`src/rtl/adder_meas_pkg.sv`:
```
// Shared types and defaults for the adder measurement sequencer.
// Holds the FSM state enum, default widths and the result-width helper.
package adder_meas_pkg;

   localparam int unsigned DEF_COUNT_W       = 32;
   localparam int unsigned DEF_WIN_W         = 16;
   localparam int unsigned DEF_SAMP_W        = 8;
   localparam int unsigned DEF_SETTLE_CYCLES = 2;
   localparam int unsigned OPER_W            = 32;

   typedef enum logic [2:0] {
      IDLE,
      LOAD,
      RUN,
      SETTLE,
      CAPTURE,
      DONE
   } meas_state_t;

   // Sum of COUNT_W-wide samples over at most 2^SAMP_W-1 captures never overflows.
   function automatic int unsigned sum_width(input int unsigned count_w,
                                             input int unsigned samp_w);
      return count_w + samp_w;
   endfunction

endpackage

```
`src/rtl/meas_window_timer.sv`:
```
// Loadable down-counter timing the RUN and SETTLE durations.
// Loading N gives N+1 cycles until 'expired' (count reaches zero).
module meas_window_timer #(
   parameter int unsigned W = 16
) (
   input  logic         clk,
   input  logic         rst_n,
   input  logic         load,
   input  logic [W-1:0] load_val,
   input  logic         en,
   output logic         expired
);

   logic [W-1:0] cnt;

   always_ff @(posedge clk or negedge rst_n) begin
      if (!rst_n) begin
         cnt <= '0;
      end else if (load) begin
         cnt <= load_val;
      end else if (en && (cnt != '0)) begin
         cnt <= cnt - 1'b1;
      end
   end

   assign expired = (cnt == '0);

endmodule

```
`src/rtl/adder_meas_sequencer.sv`:
```
// Measurement sequencer for the instrumented Kogge-Stone adder ring oscillator.
// Define MEAS_MINMAX_EN to track per-sequence min/max ring counts.
module adder_meas_sequencer
   import adder_meas_pkg::*;
#(
   parameter int unsigned COUNT_W       = DEF_COUNT_W,
   parameter int unsigned WIN_W         = DEF_WIN_W,
   parameter int unsigned SAMP_W        = DEF_SAMP_W,
   parameter int unsigned SETTLE_CYCLES = DEF_SETTLE_CYCLES
) (
   input  logic                                  wb_clk_i,
   input  logic                                  wb_rst_n,
   input  logic                                  start,
   input  logic                                  abort,
   input  logic [OPER_W-1:0]                     cfg_a,
   input  logic [OPER_W-1:0]                     cfg_b,
   input  logic [WIN_W-1:0]                      cfg_window,
   input  logic [SAMP_W-1:0]                     cfg_samples,
   input  logic [COUNT_W-1:0]                    ring_count,
   output logic [OPER_W-1:0]                     adder_a,
   output logic [OPER_W-1:0]                     adder_b,
   output logic                                  ring_en,
   output logic                                  ring_clr,
   output logic                                  busy,
   output logic                                  res_valid,
   input  logic                                  res_ready,
   output logic [sum_width(COUNT_W, SAMP_W)-1:0] res_sum,
   output logic [COUNT_W-1:0]                    res_min,
   output logic [COUNT_W-1:0]                    res_max
);

   localparam int unsigned     SUM_W       = sum_width(COUNT_W, SAMP_W);
   localparam logic [WIN_W-1:0] SETTLE_LOAD = WIN_W'(SETTLE_CYCLES - 1);

   meas_state_t       state, state_nxt;
   logic              start_pend;
   logic              accept;
   logic              launch;
   logic [OPER_W-1:0] a_q, b_q;
   logic [WIN_W-1:0]  win_q;
   logic [SAMP_W-1:0] samp_q, samp_cnt, samp_inc;
   logic [SUM_W-1:0]  acc;
   logic              tmr_load, tmr_en, tmr_exp;
   logic [WIN_W-1:0]  tmr_val;

   // A start seen in IDLE is registered first; the sequence launches on the following edge.
   assign accept   = start && !abort && (state == IDLE) && !start_pend;
   assign launch   = (state == IDLE) && start_pend && !abort;
   assign samp_inc = samp_cnt + 1'b1;
   assign tmr_en   = (state == RUN) || (state == SETTLE);

   meas_window_timer #(.W(WIN_W)) u_timer (
      .clk      (wb_clk_i),
      .rst_n    (wb_rst_n),
      .load     (tmr_load),
      .load_val (tmr_val),
      .en       (tmr_en),
      .expired  (tmr_exp)
   );

   always_ff @(posedge wb_clk_i or negedge wb_rst_n) begin
      if (!wb_rst_n) begin
         state      <= IDLE;
         start_pend <= 1'b0;
      end else begin
         state      <= state_nxt;
         start_pend <= accept;
      end
   end

   always_comb begin
      state_nxt = state;
      tmr_load  = 1'b0;
      tmr_val   = '0;
      if (abort) begin
         state_nxt = IDLE;
      end else begin
         case (state)
            IDLE:    if (start_pend) state_nxt = LOAD;
            LOAD: begin
               state_nxt = RUN;
               tmr_load  = 1'b1;
               tmr_val   = win_q - 1'b1;
            end
            RUN: if (tmr_exp) begin
               state_nxt = SETTLE;
               tmr_load  = 1'b1;
               tmr_val   = SETTLE_LOAD;
            end
            SETTLE:  if (tmr_exp) state_nxt = CAPTURE;
            CAPTURE: state_nxt = (samp_inc == samp_q) ? DONE : LOAD;
            DONE:    if (res_ready) state_nxt = IDLE;
            default: state_nxt = IDLE;
         endcase
      end
   end

   always_ff @(posedge wb_clk_i or negedge wb_rst_n) begin
      if (!wb_rst_n) begin
         a_q      <= '0;
         b_q      <= '0;
         win_q    <= '0;
         samp_q   <= '0;
         samp_cnt <= '0;
         acc      <= '0;
      end else begin
         if (accept) begin
            a_q    <= cfg_a;
            b_q    <= cfg_b;
            win_q  <= (cfg_window == '0) ? WIN_W'(1) : cfg_window;
            samp_q <= (cfg_samples == '0) ? SAMP_W'(1) : cfg_samples;
         end
         if (launch) begin
            acc      <= '0;
            samp_cnt <= '0;
         end else if ((state == CAPTURE) && !abort) begin
            acc      <= acc + SUM_W'(ring_count);
            samp_cnt <= samp_inc;
         end
      end
   end

`ifdef MEAS_MINMAX_EN
   logic [COUNT_W-1:0] min_q, max_q;

   always_ff @(posedge wb_clk_i or negedge wb_rst_n) begin
      if (!wb_rst_n) begin
         min_q <= '0;
         max_q <= '0;
      end else if ((state == CAPTURE) && !abort) begin
         if ((samp_cnt == '0) || (ring_count < min_q)) min_q <= ring_count;
         if ((samp_cnt == '0) || (ring_count > max_q)) max_q <= ring_count;
      end
   end

   assign res_min = min_q;
   assign res_max = max_q;
`else
   assign res_min = '0;
   assign res_max = '0;
`endif

   assign adder_a   = a_q;
   assign adder_b   = b_q;
   assign ring_en   = (state == RUN);
   assign ring_clr  = (state == LOAD);
   assign busy      = (state != IDLE);
   assign res_valid = (state == DONE);
   assign res_sum   = acc;

endmodule
```
`config.mk`:
```
export PLATFORM = sky130hd
export DESIGN_NAME = adder_meas_sequencer
export DESIGN_NICKNAME = d
export VERILOG_FILES = /design/src/rtl/adder_meas_pkg.sv /design/src/rtl/meas_window_timer.sv /design/src/rtl/adder_meas_sequencer.sv
export SDC_FILE = /design/constraint.sdc
export NUM_CORES = 1
export LEC_CHECK = 0
export CELL_PAD_IN_SITES_DETAIL_PLACEMENT = 1
export CELL_PAD_IN_SITES_GLOBAL_PLACEMENT = 2
export CORE_ASPECT_RATIO = 1.4
export CORE_MARGIN = 2
export CORE_UTILIZATION = 39
export DETAILED_ROUTE_END_ITERATION = 8
export DONT_BUFFER_PORTS = 1
export PLACE_DENSITY = 0.95
export SETUP_SLACK_MARGIN = 0.5
export SYNTH_ARGS = -nofsm -noshare
export SYNTH_HDL_FRONTEND = slang
export SYNTH_SLANG_ARGS = --single-unit
export TNS_END_PERCENT = 20
```
`constraint.sdc`:
```
create_clock -name wb_clk_i -period 6.1 [get_ports wb_clk_i]
set_clock_uncertainty 0.2 [all_clocks]
set_input_delay 1.83 -clock wb_clk_i [delete_from_list [all_inputs] [get_ports wb_clk_i]]
set_output_delay 1.83 -clock wb_clk_i [all_outputs]
set_load 0.1 [all_outputs]
```
==> flow_summary_export.csv, run 1 <==
group,metric,value,unit
setup_path,worstPathCellList,"ha_1 -> inv_1 -> fa_1 -> nand2b_1 -> a21oi_1 -> o2111ai_1 -> a21o_1 -> a211oi_1 -> o21bai_1 -> or3_1 -> a21oi_1",
synthesis,number_of_synthesized_register_bits,156,
timing,grt_setup_unrepaired,"no",
drt,detail_route.wirelength,26400,um
grt,grt_pass1_wl,41800,um
grt,first_global_vias,8095,
pwr,power,0.00400,W
floorplan,floorplan.die.width,134,um
setup_path,worst_setup_path_end_kind,"flop",
drt,wl_per_cell,18.7,um
worst_hold_path,hp-class,"reg2reg",
setup_path,slowest_stage,"a211oi_1",
timing,totalNegativeSetupSlack,0,ns
synthesis,synth.avg_cell_area,8.33,um^2
clock_network,worst_skew_pair.late_latency,0.43,ns
clock_network,clock_tree_from_tritoncts,"done",
timing,worst_slew_pin_slew,1.09,ns
drt,remaining_drc_errors,0,
timing,timing_hold_violations_final,0,
pwr,cellLeakagePower,4.83,nW
drt,number_of_nets_still_failing_antenna_checks_after_routing,0,
pwr,power_density,406,nW/um^2
synthesis,synth_commonest_cells,"nand2_1, dfrtp_1, a21oi_1",
place,place.port_buffers,0,
synthesis,post-synth-top-area-fraction,42.2,%
setup_path,critical_path.max_fanout,8,
grt,grt.total_usage,21.2,%
drt,drt_pass1_iterations,4,
synthesis,synth.yosys.seq_area_share,42.2,%
drt,dr_total_vias,7527,
clock_network,clkTransAtPathRegs,0.07,ns
floorplan,die-height,186,um
floorplan,placeableCoreArea,23300,um^2
worst_hold_path,worstHoldPathCells,2,
pwr,ir_drop,0.263,mV
setup_path,critical_path_required_time,6.25,ns
setup_path,regToRegSetupSlack,1.92,ns
final_layout,ff_latch_area,3900,um^2
synthesis,synth-async-reset-ratio,100,%
setup_path,critPathLaunchType,"primary input",
synthesis,synthDistinctLibCells,66,
clock_network,tritoncts.num_buffers,17,
synthesis,synth_edf_count,0,
synthesis,synth.most_common_cell,"nand2_1",
drt,avgViaCountPerCell,5.35,
synthesis,synth_top_area_cell,"dfrtp_1",
final_layout,design.final.nets,1250,
setup_path,slowest_delay,0.43,ns
timing,drv_slew,0,
final_layout,n_fill_cell,2805,
clock_network,clk_path_buf_depth,2,
place,place.detailed.hpwl,19500,um
synthesis,yosys_warnings,0,
place,place_congestion,0.870,
timing,final.period_utilization,73.1,%
setup_path,reg2regPathDepth,11,
final_layout,multi_input_combinational_cell_area,4820,um^2
floorplan,site_row_count,66,
setup_path,timing.setup.critical_path_class,"in2reg",
timing,hold-worst-slack,0.297,ns
grt,grt_start_max_net_pins,157,
timing,timing.fmax,0.224,GHz
floorplan,dieArea,25000,um^2
final_layout,fraction_of_layout_cells_with_a_size_suffix_above_1,5.54,%
drt,detail_route.iter0.violations,247,
synthesis,syn-instance-count,1109,
grt,grt_antenna_before_repair,0,
final_layout,area_growth_syn_to_layout,6.57,%
timing,setup_viol_count_final,0,
setup_path,critPathMostFrequentCell,"a21oi_1",
run,maxCapViolations,0,
final_layout,utilization,42.3,%
synthesis,synthesized_cell_area,9240,um^2
floorplan,initial_utilization,39.7,%
clock_network,clk_root_buffer_cell,"clkbuf_16",
clock_network,cts_htree_levels,4,
synthesis,synth.area.top_cells,"dfrtp_1, nand2_1, buf_4",
clock_network,tritoncts_num_sinks,156,
synthesis,synth_top_flop_cell,"dfrtp_1",
clock_network,postCtsSetupBuffers,0,
timing,timing.final.crit_period,4.46,ns
floorplan,floorplan.io_pins,297,
clock_network,postCtsHoldBufs,0,
run_status,outcome,"completed",
grt,globalRouteOverflowTotal,0,
final_layout,antenna_cells,0,
clock_network,postCtsResizedCells,0,
setup_path,critPathArrivalTime,4.61,ns
timing,max-slew-margin-rel,26.7,%
## flip-flops by register name (all words and copies together), names as in the netlist
| register | cells |
|---|---|
| u_timer.cnt | 16 |
| res_sum | 40 |
| win_q | 16 |
| adder_a | 32 |
| samp_cnt | 8 |
| samp_q | 8 |
| start_pend | 1 |
| state | 3 |
| adder_b | 32 |
## worst max-delay path: cells and delay by family
family                   cells  cell delay (ns)
AO/OA/AOI/OAI                6             1.57
adder cells (fa/ha/maj)      2             0.53
buffers and inverters        1             0.06
AND/OR/NAND/NOR              2             0.61
## per-layer routing
metal  vias to the layer above  track usage, %  part of all wire, %
met1                      3656            22.6                   38
met4                         0            6.86                  1.9
met3                        34            6.53                  7.4
met5                         -               0                    0
li1                       3598               -                    -
met2                       239            39.7                   53
## kinds of logic after synthesis
kind of cell	after synthesis	share of synthesized area, %
simple gates	497	24.1
compound gates	226	15.0
flops	156	42.2
buf+inv	138	8.37
xor+xnor	53	5.02
fa+ha+maj	36	4.96
mux	2	0.217
other cells	1	0.0406
## path summary, 6_finish.rpt
check	from	to
max	ring_count[0]	res_sum[36]$_DFFE_PN0P_
min	samp_q[1]$_DFFE_PN0P_	samp_q[1]$_DFFE_PN0P_
max reg2reg	res_sum[0]$_DFFE_PN0P_	res_sum[36]$_DFFE_PN0P_
min reg2reg	samp_q[1]$_DFFE_PN0P_	samp_q[1]$_DFFE_PN0P_
max in group asynchronous	wb_rst_n	res_sum[31]$_DFFE_PN0P_
min in group asynchronous	wb_rst_n	res_sum[14]$_DFFE_PN0P_
## cell type report
type | instances | share of cell area [%]
clock buffer | 21 | 4.57
sequential | 156 | 39.6
multi-input combinational | 878 | 48.9
timing repair buffer | 7 | 0.534
clock inverter | 11 | 1.36
inverter | 29 | 1.11
tap | 306 | 3.89
## placed cells by master (no fill, tap or decap), types with 4 or more instances in the layout
| cell type | count |
|---|---|
| conb_1 | 64 |
| nor3_1 | 13 |
| a211oi_1 | 4 |
| o21ai_0 | 60 |
| ha_1 | 35 |
| a31oi_1 | 12 |
| a21o_1 | 21 |
| nand3_1 | 35 |
| or3_1 | 10 |
| buf_4 | 7 |
| and2_1 | 5 |
| nand2_1 | 312 |
| nor2_1 | 49 |
| and3_1 | 8 |
| or4_1 | 5 |
| dfrtp_1 | 156 |
| nand4_1 | 10 |
| a31o_2 | 4 |
| inv_1 | 28 |
| o21bai_1 | 8 |
| o31ai_1 | 10 |
| xnor2_1 | 28 |
| a21oi_1 | 72 |
| nand2b_1 | 15 |
| clkbuf_16 | 17 |
| o22ai_1 | 6 |
| xor2_1 | 25 |
| nor4_1 | 11 |
## stage by stage
step,worst slack (ns),area [um^2],cells
after floorplan,1.78,9480,1172
after global placement,1.24,9260,1376
after detailed placement,1.15,9260,1376
after CTS,1.60,9850,1408
after global routing,1.42,9850,1408
final,1.64,9850,1408
## power by group
| part | leakage [nW] | switching [W] | internal [W] |
|---|---|---|---|
| clock network | 0.277 | 0.000461 | 0.000621 |
| logic | 2.55 | 0.000507 | 0.000244 |
| registers | 2.01 | 0.000971 | 0.00120 |
(Power assumes the default switching activity.)
==> run 2, diff against run 1 <==
CORE_UTILIZATION = 36   (was 39)
PLACE_DENSITY = 0.91   (was 0.95)
clock period = 4.2 ns   (was 6.1 ns; I/O delays follow)
==> run 2 against run 1 <==
Count of clock-buffer cells in the layout is 2 lower. Cell count is 3.8% higher. Utilization is 1.6 points lower. Global-route usage is 1.4 points lower. Critical path depth stayed put. Non-clock buffer count is 41 higher. Sequential cell count stayed put. Wire length is 1.5% higher. Final area is 4.5% higher. First-iteration DRC count is 25% higher.
==> flow_summary_export.csv, run 2 (synthesized netlist as in run 1, its figures left out) <==
group,metric,value,unit
setup_path,critical_path_required_time,4.32,ns
clock_network,tritoncts_num_sinks,156,
floorplan,floorplan.io_pins,297,
setup_path,reg2regPathDepth,10,
setup_path,critical_path.reg2reg.startpoint,"u_timer.cnt[0]$_DFFE_PN0P_",
setup_path,regToRegSetupSlack,0.82,ns
pwr,power_density,590,nW/um^2
setup_path,critPathArrivalTime,3.69,ns
final_layout,fraction_of_layout_cells_with_a_size_suffix_above_1,9.36,%
timing,timing.fmax,0.280,GHz
setup_path,timing.setup.critical_path_class,"in2reg",
setup_path,worstPathCellList,"ha_1 -> inv_1 -> fa_1 -> nand2b_1 -> a21oi_2 -> o2111ai_1 -> a211oi_1 -> o31a_1 -> a31o_2 -> mux2i_1 -> nand2_1",
setup_path,critPathLaunchType,"primary input",
final_layout,utilization,40.7,%
grt,grt_pass1_wl,42900,um
drt,number_of_nets_still_failing_antenna_checks_after_routing,0,
timing,totalNegativeSetupSlack,0,ns
setup_path,slowest_delay,0.45,ns
final_layout,leading_cell_types_in_the_layout_fill_and_taps_excluded,"nand2_1, dfrtp_1, a21oi_1",
timing,max-slew-margin-rel,31.9,%
worst_hold_path,hp-class,"reg2reg",
drt,detail_route.wirelength,26800,um
pwr,cellLeakagePower,5.10,nW
timing,drv_slew,0,
floorplan,floorplan.die.width,139,um
pwr,power,0.00607,W
clock_network,clk_root_buffer_cell,"clkbuf_16",
setup_path,critPathLaunch,"ring_count[0]",
timing,grt_setup_unrepaired,"no",
floorplan,site_row_count,69,
floorplan,die-height,194,um
place,pre_cts_ws,0.0880,ns
clock_network,clkTransAtPathRegs,0.07,ns
clock_network,postCtsHoldBufs,0,
place,place.port_buffers,0,
final_layout,area_growth_syn_to_layout,11.3,%
drt,remaining_drc_errors,0,
timing,worst_slew_pin_slew,1.02,ns
final_layout,n_fill_cell,3060,
drt,avgViaCountPerCell,5.31,
run,maxCapViolations,0,
timing,timing_hold_violations_final,0,
timing,timing.final.ws_setup,0.633,ns
final_layout,antenna_cells,0,
pwr,ir_drop,0.448,mV
timing,final.period_utilization,84.9,%
clock_network,worst_skew_pair.late_latency,0.43,ns
final_layout,design.final.nets,1291,
clock_network,cts_htree_levels,4,
grt,grt_antenna_before_repair,0,
drt,drt_pass1_iterations,4,
final_layout,multi_input_combinational_cell_area,4840,um^2
setup_path,reg_to_reg_end,"u_timer.cnt[10]$_DFFE_PN0P_",
floorplan,dieArea,27000,um^2
clock_network,clk_path_buf_depth,2,
place,place_congestion,0.868,
grt,grt_start_max_net_pins,157,
final_layout,flip_flop_count_of_the_largest_register_after_layout,40,
clock_network,tritoncts.num_buffers,17,
setup_path,critical_path.max_fanout,4,
grt,grt.total_usage,19.8,%
run_status,outcome,"completed",
drt,dr_total_vias,7770,
drt,wl_per_cell,18.3,um
setup_path,worstSetupEndpoint,"res_sum[28]$_DFFE_PN0P_",
final_layout,ff_latch_area,3900,um^2
floorplan,placeableCoreArea,25300,um^2
grt,first_global_vias,8212,
timing,setup_viol_count_final,0,
timing,timing.final.crit_period,3.57,ns
place,place.detailed.hpwl,19700,um
grt,globalRouteOverflowTotal,0,
final_layout,most_common_cell_after_layout_fill_and_taps_aside,"nand2_1",
setup_path,worst_setup_path_end_kind,"flop",
floorplan,initial_utilization,36.5,%
drt,detail_route.iter0.violations,308,
setup_path,slowest_stage,"a211oi_1",
clock_network,clock_tree_from_tritoncts,"done",
==> run 2: worst min-delay path by stage <==
| stage | startpoint | end | slack, ns | depth (start not counted) |
|---|---|---|---|---|
| after CTS | wb_rst_n | res_sum[11]$_DFFE_PN0P_ | 0.29 | 0 |
| after floorplan | samp_q[2]$_DFFE_PN0P_ | samp_q[2]$_DFFE_PN0P_ | 0.27 | 2 |
| after detailed placement | samp_q[2]$_DFFE_PN0P_ | samp_q[2]$_DFFE_PN0P_ | 0.29 | 2 |
| after global routing | wb_rst_n | res_sum[0]$_DFFE_PN0P_ | 0.29 | 0 |
| after global placement | samp_q[1]$_DFFE_PN0P_ | samp_q[1]$_DFFE_PN0P_ | 0.28 | 2 |
| final | samp_q[2]$_DFFE_PN0P_ | samp_q[2]$_DFFE_PN0P_ | 0.30 | 2 |
==> run 2: worst max-delay path, delay by kind of cell <==
kind                       cells  cell delay (ns)
AOI/OAI and AO/OA              5             1.40
adders and majority gates      2             0.53
and+or+nand+nor                2             0.28
muxes                          1             0.17
buffers and inverters          1             0.05
==> run 2: timing repair <==
item	in CTS	in global routing
setup buffers	0	1
gates resized for setup	0	2
hold endpoints to repair	0	0
setup endpoints to repair	0	4
==> run 2: layout make-up <==
cell class	count	area share, %
flip-flops and latches	156	37.9
clock buffers	19	4.31
multi-input cells	878	47.0
clock inverters	13	2.19
repair buffers	48	3.62
well taps	319	3.88
inverters	29	1.06
==> run 2: through the flow <==
stage	cell area (um^2)	instances	hold slack (ns)
after floorplan	9490	1172	0.265
after global placement	9600	1429	0.282
after detailed placement	9600	1429	0.285
after CTS	10300	1461	0.292
after global routing	10300	1462	0.290
final	10300	1462	0.296
==> run 2: layer usage <==
metal / track usage (%) / vias to the layer above / wire [um]
met1: 21.1 / 3778 / 9990
met2: 36.5 / 269 / 14300
li1: - / 3687 / -
met3: 6.19 / 36 / 1930
met4: 6.73 / 0 / 514
met5: 0 / - / 0
==> run 2: power breakdown <==
part / total (W) / switching, W / internal (W)
Combinational: 0.00129 / 0.000908 / 0.000386
Sequential: 0.00299 / 0.00124 / 0.00174
Clock: 0.00179 / 0.000700 / 0.00109
Total: 0.00607 / 0.00285 / 0.00322
